--- src/rtl/serial_adder_n_if.sv ---
// serial_adder_n_if: operand/result handshake bundle for serial_adder_n.
//   master: in_valid, a, b, cin, sub, out_ready  -> adder
//   slave : in_ready, out_valid, sum, cout, overflow -> source/sink
interface serial_adder_n_if #(
  parameter int WIDTH = 8
);
  logic             in_valid;
  logic             in_ready;
  logic [WIDTH-1:0] a;
  logic [WIDTH-1:0] b;
  logic             cin;
  logic             sub;
  logic             out_valid;
  logic             out_ready;
  logic [WIDTH-1:0] sum;
  logic             cout;
  logic             overflow;
  modport master (
    output in_valid, a, b, cin, sub, out_ready,
    input  in_ready, out_valid, sum, cout, overflow
  );
  modport slave (
    input  in_valid, a, b, cin, sub, out_ready,
    output in_ready, out_valid, sum, cout, overflow
  );
endinterface

--- src/rtl/serial_adder_n.sv ---
// serial_adder_n: multi-cycle LSB-first add/subtract, BITS_PER_CYCLE bits per clock.
//   clk   : rising-edge clock
//   rst_n : asynchronous active-low reset
//   bus   : slave side of serial_adder_n_if (operands in, result out, valid/ready each way)
module serial_adder_n #(
  parameter int WIDTH          = 8,
  parameter int BITS_PER_CYCLE = 1
) (
  input  logic            clk,
  input  logic            rst_n,
  serial_adder_n_if.slave bus
);
  localparam int BPC = BITS_PER_CYCLE;
  localparam int N   = WIDTH / BPC;
  localparam int CW  = N > 1 ? $clog2(N) : 1;
  if (WIDTH < 2 || BPC < 1 || WIDTH % BPC != 0) begin : g_bad_params
    $error("serial_adder_n: BITS_PER_CYCLE must divide WIDTH and WIDTH must be >= 2");
  end
  typedef enum logic [1:0] {IDLE, RUN, DONE} state_t;
  state_t           r_state, w_state_nx;
  logic [CW-1:0]    r_cnt;
  logic             r_carry;
  logic [WIDTH-1:0] r_a, r_b, r_acc, r_sum;
  logic             r_cout, r_ovf;
  logic [BPC:0]     w_slice;
  logic             w_msb_cin;
  logic             w_last;
  logic [WIDTH-1:0] w_acc_nx;
  assign w_slice   = {1'b0, r_a[BPC-1:0]} + {1'b0, r_b[BPC-1:0]} + {{BPC{1'b0}}, r_carry};
  // carry into the slice's top bit recovered from its sum bit; in the last slice this is the carry into the MSB
  assign w_msb_cin = r_a[BPC-1] ^ r_b[BPC-1] ^ w_slice[BPC-1];
  // slice bits enter at the top so that after N slices the result is LSB-aligned
  assign w_acc_nx  = WIDTH'({w_slice[BPC-1:0], r_acc} >> BPC);
  assign w_last    = r_cnt == CW'(N - 1);
  always_ff @(posedge clk or negedge rst_n)
    if (!rst_n) r_state <= IDLE;
    else        r_state <= w_state_nx;
  always_comb begin
    w_state_nx    = r_state;
    bus.in_ready  = r_state == IDLE;
    bus.out_valid = r_state == DONE;
    case (r_state)
      IDLE:    w_state_nx = bus.in_valid ? RUN : IDLE;
      RUN:     w_state_nx = w_last ? DONE : RUN;
      DONE:    w_state_nx = bus.out_ready ? IDLE : DONE;
      default: w_state_nx = IDLE;
    endcase
  end
  always_ff @(posedge clk or negedge rst_n) begin
    if (!rst_n) begin
      r_cnt   <= '0;
      r_carry <= 1'b0;
      r_a     <= '0;
      r_b     <= '0;
      r_acc   <= '0;
      r_sum   <= '0;
      r_cout  <= 1'b0;
      r_ovf   <= 1'b0;
    end else if (r_state == IDLE && bus.in_valid) begin
      r_a     <= bus.a;
      r_b     <= bus.sub ? ~bus.b : bus.b;
      r_carry <= bus.sub | bus.cin;
      r_cnt   <= '0;
    end else if (r_state == RUN) begin
      r_a     <= r_a >> BPC;
      r_b     <= r_b >> BPC;
      r_carry <= w_slice[BPC];
      r_acc   <= w_acc_nx;
      r_cnt   <= w_last ? r_cnt : r_cnt + CW'(1);
      if (w_last) begin
        r_sum  <= w_acc_nx;
        r_cout <= w_slice[BPC];
        r_ovf  <= w_msb_cin ^ w_slice[BPC];
      end
    end
  end
  assign bus.sum      = r_sum;
  assign bus.cout     = r_cout;
  assign bus.overflow = r_ovf;
endmodule

--- src/flat_wrapper.sv ---
// flat-port wrapper written by rule: the top's interface ports become plain ports
module serial_adder_n_flat 
#(
  parameter int WIDTH          = 8,
  parameter int BITS_PER_CYCLE = 1
)
  (clk, rst_n, bus_in_valid, bus_a, bus_b, bus_cin, bus_sub, bus_out_ready, bus_in_ready, bus_out_valid, bus_sum, bus_cout, bus_overflow);
  serial_adder_n_if #(.WIDTH(WIDTH)) bus_i ();
  input  logic clk;
  input  logic rst_n;
  input wire logic [$bits(bus_i.in_valid)-1:0] bus_in_valid;
  input wire logic [$bits(bus_i.a)-1:0] bus_a;
  input wire logic [$bits(bus_i.b)-1:0] bus_b;
  input wire logic [$bits(bus_i.cin)-1:0] bus_cin;
  input wire logic [$bits(bus_i.sub)-1:0] bus_sub;
  input wire logic [$bits(bus_i.out_ready)-1:0] bus_out_ready;
  output wire logic [$bits(bus_i.in_ready)-1:0] bus_in_ready;
  output wire logic [$bits(bus_i.out_valid)-1:0] bus_out_valid;
  output wire logic [$bits(bus_i.sum)-1:0] bus_sum;
  output wire logic [$bits(bus_i.cout)-1:0] bus_cout;
  output wire logic [$bits(bus_i.overflow)-1:0] bus_overflow;
  assign bus_i.in_valid = bus_in_valid;
  assign bus_i.a = bus_a;
  assign bus_i.b = bus_b;
  assign bus_i.cin = bus_cin;
  assign bus_i.sub = bus_sub;
  assign bus_i.out_ready = bus_out_ready;
  assign bus_in_ready = bus_i.in_ready;
  assign bus_out_valid = bus_i.out_valid;
  assign bus_sum = bus_i.sum;
  assign bus_cout = bus_i.cout;
  assign bus_overflow = bus_i.overflow;
  serial_adder_n #(.WIDTH(WIDTH), .BITS_PER_CYCLE(BITS_PER_CYCLE)) u_core (.clk(clk), .rst_n(rst_n), .bus(bus_i));
endmodule
--- config.mk ---
export PLATFORM = sky130hd
export DESIGN_NAME = serial_adder_n_flat
export DESIGN_NICKNAME = d
export VERILOG_FILES = /design/src/rtl/serial_adder_n_if.sv /design/src/rtl/serial_adder_n.sv /design/src/flat_wrapper.sv
export SDC_FILE = /design/constraint.sdc
export NUM_CORES = 1
export LEC_CHECK = 0
export ABC_CLOCK_PERIOD_IN_PS = 1800
export CAP_MARGIN = 5
export CORE_MARGIN = 5
export CORE_UTILIZATION = 50
export CTS_BUF_LIST = sky130_fd_sc_hd__clkbuf_8
export DETAILED_ROUTE_END_ITERATION = 10
export PLACE_DENSITY_LB_ADDON = 0.12
export SKIP_LAST_GASP = 1
export SLEW_MARGIN = 5
export SYNTH_ARGS = -nofsm -noshare
export SYNTH_HDL_FRONTEND = slang
export SYNTH_SLANG_ARGS = --single-unit
--- constraint.sdc ---
create_clock -name clk -period 1.8 [get_ports clk]
set_input_delay 0.18 -clock clk [delete_from_list [all_inputs] [get_ports clk]]
set_output_delay 0.18 -clock clk [all_outputs]
set_load 0.02 [all_outputs]
==> results of run 1 <==
==> per-layer routing <==
| layer | global-route usage [%] | wire [um] | vias to the layer above |
|---|---|---|---|
| li1 | - | - | 634 |
| met1 | 17.2 | 1430 | 616 |
| met2 | 24.9 | 1640 | 30 |
| met3 | 3.91 | 154 | 7 |
| met4 | 7.59 | 58 | 0 |
| met5 | 0 | 0 | - |
==> timing repair <==
item / 4_1_cts / 5_1_grt
endpoints found under the hold margin: 39 / 0
buffers inserted: 0 / 0
endpoints found under the setup margin: 1 / 0
hold buffers: 1 / 0
gates resized for setup: 1 / 0
==> state kept, by name, indices dropped and copies added, names as in the netlist <==
| register | cells |
|---|---|
| u_core.bus.cout | 1 |
| u_core.bus.overflow | 1 |
| u_core.bus.sum | 8 |
| u_core.r_a | 8 |
| u_core.r_acc | 7 |
| u_core.r_b | 8 |
| u_core.r_carry | 1 |
| u_core.r_cnt | 3 |
| u_core.r_state | 2 |
==> power by group <==
group          internal, mW  switching, mW
Combinational         0.853          0.905
Clock                 0.269          0.298
Sequential             1.29          0.269
==> synthesized netlist by cell type (all sizes together), types with 4 or more instances <==
library cell | instances | area [sq um]
nand2 | 46 | 173
dfrtp | 39 | 976
nand3 | 11 | 60.1
mux2 | 10 | 113
buf | 9 | 57.6
nor2 | 9 | 33.8
a22oi | 7 | 52.6
a31oi | 7 | 43.8
xor2 | 7 | 61.3
o21ai | 4 | 20.0
xnor2 | 4 | 35.0
==> worst paths after layout <==
path | from | endpoint | slack [ns] | depth (start not counted)
setup / recovery | u_core.r_state[1]$_DFF_PN0_ | bus_in_ready | 0.09 | 2
hold / removal | rst_n | u_core.bus.sum[6]$_DFFE_PN0P_ | 0.38 | 3
setup reg to reg | u_core.r_cnt[0]$_DFFE_PN0P_ | u_core.r_cnt[0]$_DFFE_PN0P_ | 0.20 | 5
hold reg to reg | u_core.r_acc[1]$_DFFE_PN0P_ | u_core.r_acc[1]$_DFFE_PN0P_ | 0.48 | 2
max in group asynchronous | rst_n | u_core.r_b[2]$_DFFE_PN0P_ | 1.23 | 3
min in group clk | bus_a[7] | u_core.r_a[7]$_DFFE_PN0P_ | 0.43 | 3
==> layout make-up <==
class,instances,share of cell area [%]
sequential,39,43.5
multi-input combinational,117,32.2
timing repair buffer,40,17.5
clock buffer,5,3.07
tap,46,2.57
clock inverter,3,0.892
inverter,2,0.335
==> stage by stage <==
step	hold WS, ns	instance area [sq um]
after global routing	0.423	2240
final	0.382	2240
after CTS	0.381	2240
after global placement	0.160	2150
after detailed placement	0.160	2150
after floorplan	-0.116	1770
==> worst max-delay path: cells and delay by family, from the launching register on <==
kind          cells  cell delay, ns
buf+inv           1            0.61
flops             1            0.49
simple gates      1            0.14
==> logic make-up (layout without fill, tap and decap cells) <==
kind of cell	after synthesis	in the layout	synth area share, %
and+or+nand+nor	73	73	18.9
DFF	39	39	55.2
AOI/OAI and AO/OA	20	20	7.57
buffers and inverters	12	50	3.96
xor gates and xnor gates	11	11	5.45
muxes	10	10	6.37
adders and majority gates	3	3	2.55
==> metrics.cfg, run 1 <==
[yosys]
synth_nets = 193
ys_warn_count = 0
synthFlopType = dfrtp_1
synth_enable_flop_cells = 0
synth_area_per_cell_sq_um = 10.5
syn-instance-count = 168
ys_types = 25
synth.cell_area_sq_um = 1770
seq_area_frac_synth_pct = 55.2
synth_seq_cells = 39
async_reset_ff_share_pct = 100

[detailed_routing]
drt_iter0_markers = 69
dr.pass1.iters = 4
wl_per_cell_um = 13.0
ant_nets = 0
vias = 1287
wl_um = 3280
drc = 0
drt-vias-per-instance = 5.11

[power_and_ir_drop]
power.leakage_nw = 1.05
p_per_area_nw_per_um2 = 1730
p_total_mw = 3.88
peakVddDrop_v = 0.000774

[grt]
antenna_found_initial = 0
grtUsageTotal_pct = 14.8
overflow = 0
grt_pass1_vias = 1321
grt_max_degree = 40
grt_pass1_wl_um = 5770

[floorplan]
row_count = 21
dieArea_sq_um = 4830
floorplan.initialDensity_pct = 52.2
ioPinCount = 34
coreArea_sq_um = 3390
die_h_um = 69.5
die_width_um = 69.5

[setup_path]
crit_chain = nor2_1 -> clkdlybuf4s50_1
worstPathMaxFanout = 8
endpoint_kind = output pin
critPathRequiredTime_ns = 1.62
critPathArrivalTime_ns = 1.53
cp_slowest_cell = clkdlybuf4s50_1
start_kind = register
worst_path_largest_cell_delay_ns = 0.61
worst-setup-path-type = register to output pin

[sta]
finalCriticalPeriod_ns = 1.71
clock_skew_ns = 0.00477
setup_slack_ns = 0.0911
drv_slew = 0
rsz0062_at_grt = no
relSlewSlack_pct = 66.2
fin_tns_setup_ns = 0
worst_pin_slew_ns = 0.507
max_freq_mhz = 585
hold_viol = 0
fin_crit_sh_pct = 94.9
finalSetupViolations = 0

[clocking]
htreeDepth = 2
clk_pin_slew_ns = 0.07
insertion_delay_ns = 0.29
cts_tree = built
cts_max_path_buffers = 2
numCtsBuffers = 5
clock-sinks = 39
cts_root_buf = clkbuf_8

[layout]
layout-drive-gt1-share_pct = 13.6
instances_no_fill = 252
regArea_sq_um = 976
area_delta_synth_final_pct = 26.9
multiInputGateArea_sq_um = 722
layout.nets = 230
final_util_pct = 66.2
fillers = 257
antenna-diode-count = 0
final_common_cell = nand2_1
final_cell_mix = 46 x nand2_1, 39 x dfrtp_1, 31 x clkdlybuf4s50_1

[outcome]
outcome = complete, no violations

[flow_run]
maxCapViolations = 0

[placed_design]
placedCellCount = 243
port_buffers = 33
dp_hpwl_um = 2400
dp_slack_ns = 0.206
gp_congestion = 0.772

[hold_path]
hp-class = input port to asynchronous set/reset pin

Power figures use the tool's default switching activity.
==> run 2, diff against run 1 <==
--- a/config.mk
+++ b/config.mk
@@ -5,7 +5,7 @@
 export SDC_FILE = /design/constraint.sdc
 export NUM_CORES = 1
 export LEC_CHECK = 0
-export ABC_CLOCK_PERIOD_IN_PS = 1800
+export ABC_CLOCK_PERIOD_IN_PS = 1760
 export CAP_MARGIN = 5
 export CORE_MARGIN = 5
 export CORE_UTILIZATION = 50
==> constraint.sdc (replaced) <==
create_clock -name clk -period 1.76 [get_ports clk]
set_input_delay 0.176 -clock clk [delete_from_list [all_inputs] [get_ports clk]]
set_output_delay 0.176 -clock clk [all_outputs]
set_load 0.02 [all_outputs]
==> metrics.cfg, run 2 (same netlist as run 1, synthesis figures left out) <==
[placed_design]
dp_hpwl_um = 2480
port_buffers = 33
place_area_sq_um = 2160
gp_congestion = 0.769
placedCellCount = 243

[power_and_ir_drop]
p_per_area_nw_per_um2 = 1800
power.leakage_nw = 1.08
peakVddDrop_v = 0.000818
seq_power_share_pct = 38.7
combPwrFrac_pct = 43.7
swShare_pct = 36.4
power.internal_mw = 2.61
p_sw_mw = 1.50
clkPwrFrac_pct = 17.6

[floorplan]
coreArea_sq_um = 3390
row_count = 21
die_width_um = 69.5
die_h_um = 69.5
ioPinCount = 34
floorplan.initialDensity_pct = 52.2
dieArea_sq_um = 4830

[layout]
antenna-diode-count = 0
final_common_cell = nand2_1
layout-drive-gt1-share_pct = 13.6
instances_no_fill = 252
fillers = 262
fin_area_sq_um = 2280
final_cell_mix = 46 x nand2_1, 39 x dfrtp_1, 30 x clkdlybuf4s50_1
area_delta_synth_final_pct = 29.1
final_util_pct = 67.3
layout.nets = 230

[sta]
finalCriticalPeriod_ns = 1.56
drv_slew = 0
clock_skew_ns = 0.00469
rsz0062_at_grt = no
fin_tns_setup_ns = 0
finalSetupViolations = 0
max_freq_mhz = 640
fin_crit_sh_pct = 88.8
hold_slack_ns = 0.368
relSlewSlack_pct = 67.0
hold_viol = 0
worst_pin_slew_ns = 0.494

[detailed_routing]
vias = 1291
drc = 0
dr.pass1.iters = 5
drt-vias-per-instance = 5.12
wl_per_cell_um = 13.1
drt_iter0_markers = 56
ant_nets = 0
wl_um = 3300

[clocking]
cts_root_buf = clkbuf_8
cts_tree = built
clk_pin_slew_ns = 0.08
clock-sinks = 39
cts_max_path_buffers = 2
cts_setup_buffers = 0
insertion_delay_ns = 0.29
htreeDepth = 2
numCtsBuffers = 5

[setup_path]
path_common_cell = ha_1
r2r_cells = 5
endpoint_kind = register
r2r_setup_slack_ns = 0.20
start_kind = register
critical_path.startpoint = u_core.r_cnt[0]$_DFFE_PN0P_
reg2reg_from = u_core.r_cnt[0]$_DFFE_PN0P_
cp_slowest_cell = dfrtp_1
critPathArrivalTime_ns = 1.73
rr_endpoint = u_core.r_cnt[0]$_DFFE_PN0P_
worst_path_largest_cell_delay_ns = 0.39
worst-setup-path-type = register to register
worstPathMaxFanout = 4
critPathBufInv = 0
critPathTopFamily = adder cells
critPathRequiredTime_ns = 1.93
crit_chain = ha_1 -> ha_1 -> nor3b_2 -> nor2_1 -> mux2_2

[grt]
grt_max_degree = 26
grt_pass1_wl_um = 5870
antenna_found_initial = 0
grt_pass1_vias = 1352
overflow = 0
grtUsageTotal_pct = 15.3

[flow_run]
maxCapViolations = 0

[outcome]
outcome = complete, no violations

[hold_path]
hp-class = input port to asynchronous set/reset pin

## run 2: changes by cell type in the layout (fill, tap and decap cells not counted)
cell,change
clkinvlp_4,-2
clkinv_4,+1
buf_4,-1
clkdlybuf4s50_1,-1
bufinv_16,+1
dlymetal6s2s_1,+1
buf_12,+1
## run 2: power by group through the flow
stage / Clock [mW] / Sequential [mW] / Combinational (mW)
5_1_grt: 0.780 / 1.65 / 2.01
6_report: 0.723 / 1.59 / 1.79
3_5_place_dp: 0 / 1.61 / 1.82
3_3_place_gp: 0 / 1.58 / 1.76
2_1_floorplan: 0 / 1.67 / 1.17
4_1_cts: 0.745 / 1.60 / 1.83
## run 2: how the worst max path moves through the flow
stage | endpoint | slack [ns] | cells after the start
after floorplan | u_core.bus.sum[0]$_DFFE_PN0P_ | 0.22 | 5
after global placement | u_core.r_b[1]$_DFFE_PN0P_ | 0.26 | 5
after detailed placement | u_core.r_cnt[0]$_DFFE_PN0P_ | 0.20 | 5
after CTS | bus_in_ready | 0.04 | 2
after global routing | u_core.bus.overflow$_DFFE_PN0P_ | 0.12 | 4
final | u_core.r_cnt[0]$_DFFE_PN0P_ | 0.20 | 5
## run 2: what timing repair did
action                     in CTS  in global routing
gates cloned                    0                  0
resized for setup               1                  1
hold endpoints to repair       19                  0
hold buffers                    1                  0
setup endpoints to repair       1                  1
## run 2: worst reg2reg max path: stages (launching register included)
cell and delay (ns):
dfrtp_1 0.39, ha_1 0.21, ha_1 0.20, nor3b_2 0.26, nor2_1 0.12, mux2_2 0.28
## run 2: through the flow
stage | power [mW] | setup WS [ns]
after floorplan | 2.84 | 0.221
after global placement | 3.34 | 0.255
after detailed placement | 3.44 | 0.203
after CTS | 4.17 | 0.0427
after global routing | 4.44 | 0.119
final | 4.11 | 0.197
## run 2: cell type report
| type | count | area, sq um | area share (%) |
|---|---|---|---|
| multi-input combinational | 117 | 722 | 31.6 |
| tap | 46 | 57.6 | 2.52 |
| clock buffer | 5 | 68.8 | 3.02 |
| clock inverter | 3 | 43.8 | 1.92 |
| timing repair buffer | 40 | 407 | 17.8 |
| inverter | 2 | 7.51 | 0.329 |
| sequential | 39 | 976 | 42.8 |
## run 2: layer usage
layer	vias up	wire length (um)	track usage (%)
met5	-	0	0
met4	0	48	8.03
met3	4	155	5.51
met2	34	1650	24.9
met1	621	1450	17.4
li1	632	-	-
==> run 3, diff against run 2 <==
--- a/config.mk
+++ b/config.mk
@@ -7,9 +7,8 @@
 export LEC_CHECK = 0
 export ABC_CLOCK_PERIOD_IN_PS = 1760
 export CAP_MARGIN = 5
-export CORE_MARGIN = 5
+export CORE_MARGIN = 8
 export CORE_UTILIZATION = 50
-export CTS_BUF_LIST = sky130_fd_sc_hd__clkbuf_8
 export DETAILED_ROUTE_END_ITERATION = 10
 export PLACE_DENSITY_LB_ADDON = 0.12
 export SKIP_LAST_GASP = 1
==> metrics.cfg, run 3 (same netlist as run 1, synthesis figures left out) <==
[floorplan]
die_width_um = 75.5
ioPinCount = 34
row_count = 21
floorplan.initialDensity_pct = 52.6
dieArea_sq_um = 5690
coreArea_sq_um = 3360
die_h_um = 75.5

[sta]
finalSetupViolations = 0
drv_slew = 0
clock_skew_ns = 0.0139
rsz0062_at_grt = no
fin_tns_setup_ns = 0
worst_pin_slew_ns = 0.527
max_freq_mhz = 614
relSlewSlack_pct = 64.9
fin_crit_sh_pct = 92.5
finalCriticalPeriod_ns = 1.63
hold_viol = 0

[layout]
final_util_pct = 66.1
area_delta_synth_final_pct = 25.7
final_common_cell = nand2_1
layout-drive-gt1-share_pct = 13.6
layout.nets = 230
final_cell_mix = 46 x nand2_1, 39 x dfrtp_1, 30 x clkdlybuf4s50_1
fillers = 314
instances_no_fill = 252
antenna-diode-count = 0

[detailed_routing]
drt_iter0_markers = 86
wl_per_cell_um = 13.1
dr.pass1.iters = 5
vias = 1306
drt-vias-per-instance = 5.18
ant_nets = 0
drc = 0
wl_um = 3310

[grt]
antenna_found_initial = 0
grtUsageTotal_pct = 13.0
grt_pass1_wl_um = 5650
grt_pass1_vias = 1280
overflow = 0
grt_max_degree = 40

[placed_design]
port_buffers = 33
gp_congestion = 0.791
dp_hpwl_um = 2420
placedCellCount = 243

[clocking]
cts_max_path_buffers = 2
clk_pin_slew_ns = 0.12
numCtsBuffers = 5
cts_tree = built
htreeDepth = 2
insertion_delay_ns = 0.34
cts_root_buf = clkbuf_4
clock-sinks = 39

[hold_path]
hp-class = input port to register

[outcome]
outcome = complete, no violations

[power_and_ir_drop]
swShare_pct = 37.7
seq_power_share_pct = 39.9
power.leakage_nw = 1.05
p_per_area_nw_per_um2 = 1780
p_sw_mw = 1.49
power.internal_mw = 2.47
combPwrFrac_pct = 45.2
clkPwrFrac_pct = 14.9
p_total_mw = 3.97
peakVddDrop_v = 0.000835

[setup_path]
critPathRequiredTime_ns = 1.98
start_kind = register
critPathArrivalTime_ns = 1.85
worst-setup-path-type = register to register
endpoint_kind = register
worstPathMaxFanout = 4

[flow_run]
maxCapViolations = 0

## run 3: cell types whose count changed in the layout (fill, tap and decap cells not counted), sizes merged
| cell | delta |
|---|---|
| dlymetal6s2s | -1 |
| dlygate4sd2 | +1 |
## run 3: path summary, 6_finish.rpt
check / slack, ns / cells after the start / endpoint / from
setup / recovery: 0.13 / 5 / u_core.r_cnt[0]$_DFFE_PN0P_ / u_core.r_cnt[0]$_DFFE_PN0P_
hold / removal: 0.35 / 3 / u_core.r_a[7]$_DFFE_PN0P_ / bus_a[7]
setup reg to reg: 0.13 / 5 / u_core.r_cnt[0]$_DFFE_PN0P_ / u_core.r_cnt[0]$_DFFE_PN0P_
hold reg to reg: 0.49 / 2 / u_core.r_acc[1]$_DFFE_PN0P_ / u_core.r_acc[1]$_DFFE_PN0P_
max in group asynchronous: 1.03 / 3 / u_core.r_b[1]$_DFFE_PN0P_ / rst_n
min in group asynchronous: 0.40 / 3 / u_core.r_b[7]$_DFFE_PN0P_ / rst_n
## run 3: metrics by stage
step	instance area, sq um	hold slack, ns	setup WS (ns)
6_report	2220	0.354	0.132
5_1_grt	2220	0.371	0.0273
4_1_cts	2220	0.349	0.136
3_5_place_dp	2130	0.251	0.181
3_3_place_gp	2130	0.247	0.233
2_1_floorplan	1770	-0.120	0.221
## run 3: worst max-delay path: stages, from the launching register on
cell and delay, ns:
dfrtp_1 0.41, ha_1 0.22, ha_1 0.21, nor3b_2 0.26, nor2_1 0.13, mux2_2 0.29
## run 3: final cells by class
class                      instances  area [sq um]  area share [%]
inverter                           2          7.51           0.338
tap                               46          57.6            2.59
sequential                        39           976            43.9
timing repair buffer              40           378            17.0
clock inverter                     3          43.8            1.97
multi-input combinational        117           722            32.5
clock buffer                       5          37.5            1.69
## run 3: routing by layer
metal | GRT usage, % | share of wire, %
met2 | 21.3 | 48
met5 | 0 | 0
met3 | 5.00 | 6.1
met1 | 15.0 | 44
met4 | 4.90 | 1.3
## run 3: power groups by stage
stage,Clock (mW),Combinational [mW],Sequential [mW]
detailed placement,0,1.82,1.60
global route,0.641,1.99,1.64
CTS,0.607,1.82,1.58
global placement,0,1.75,1.58
finish,0.592,1.79,1.58
floorplan,0,1.17,1.67
## run 3: repair_timing
action | 4_1_cts | 5_1_grt
hold buffers | 1 | 0
buffers inserted | 0 | 0
gates resized for setup | 2 | 0
setup endpoints to repair | 2 | 0
hold endpoints to repair | 39 | 0
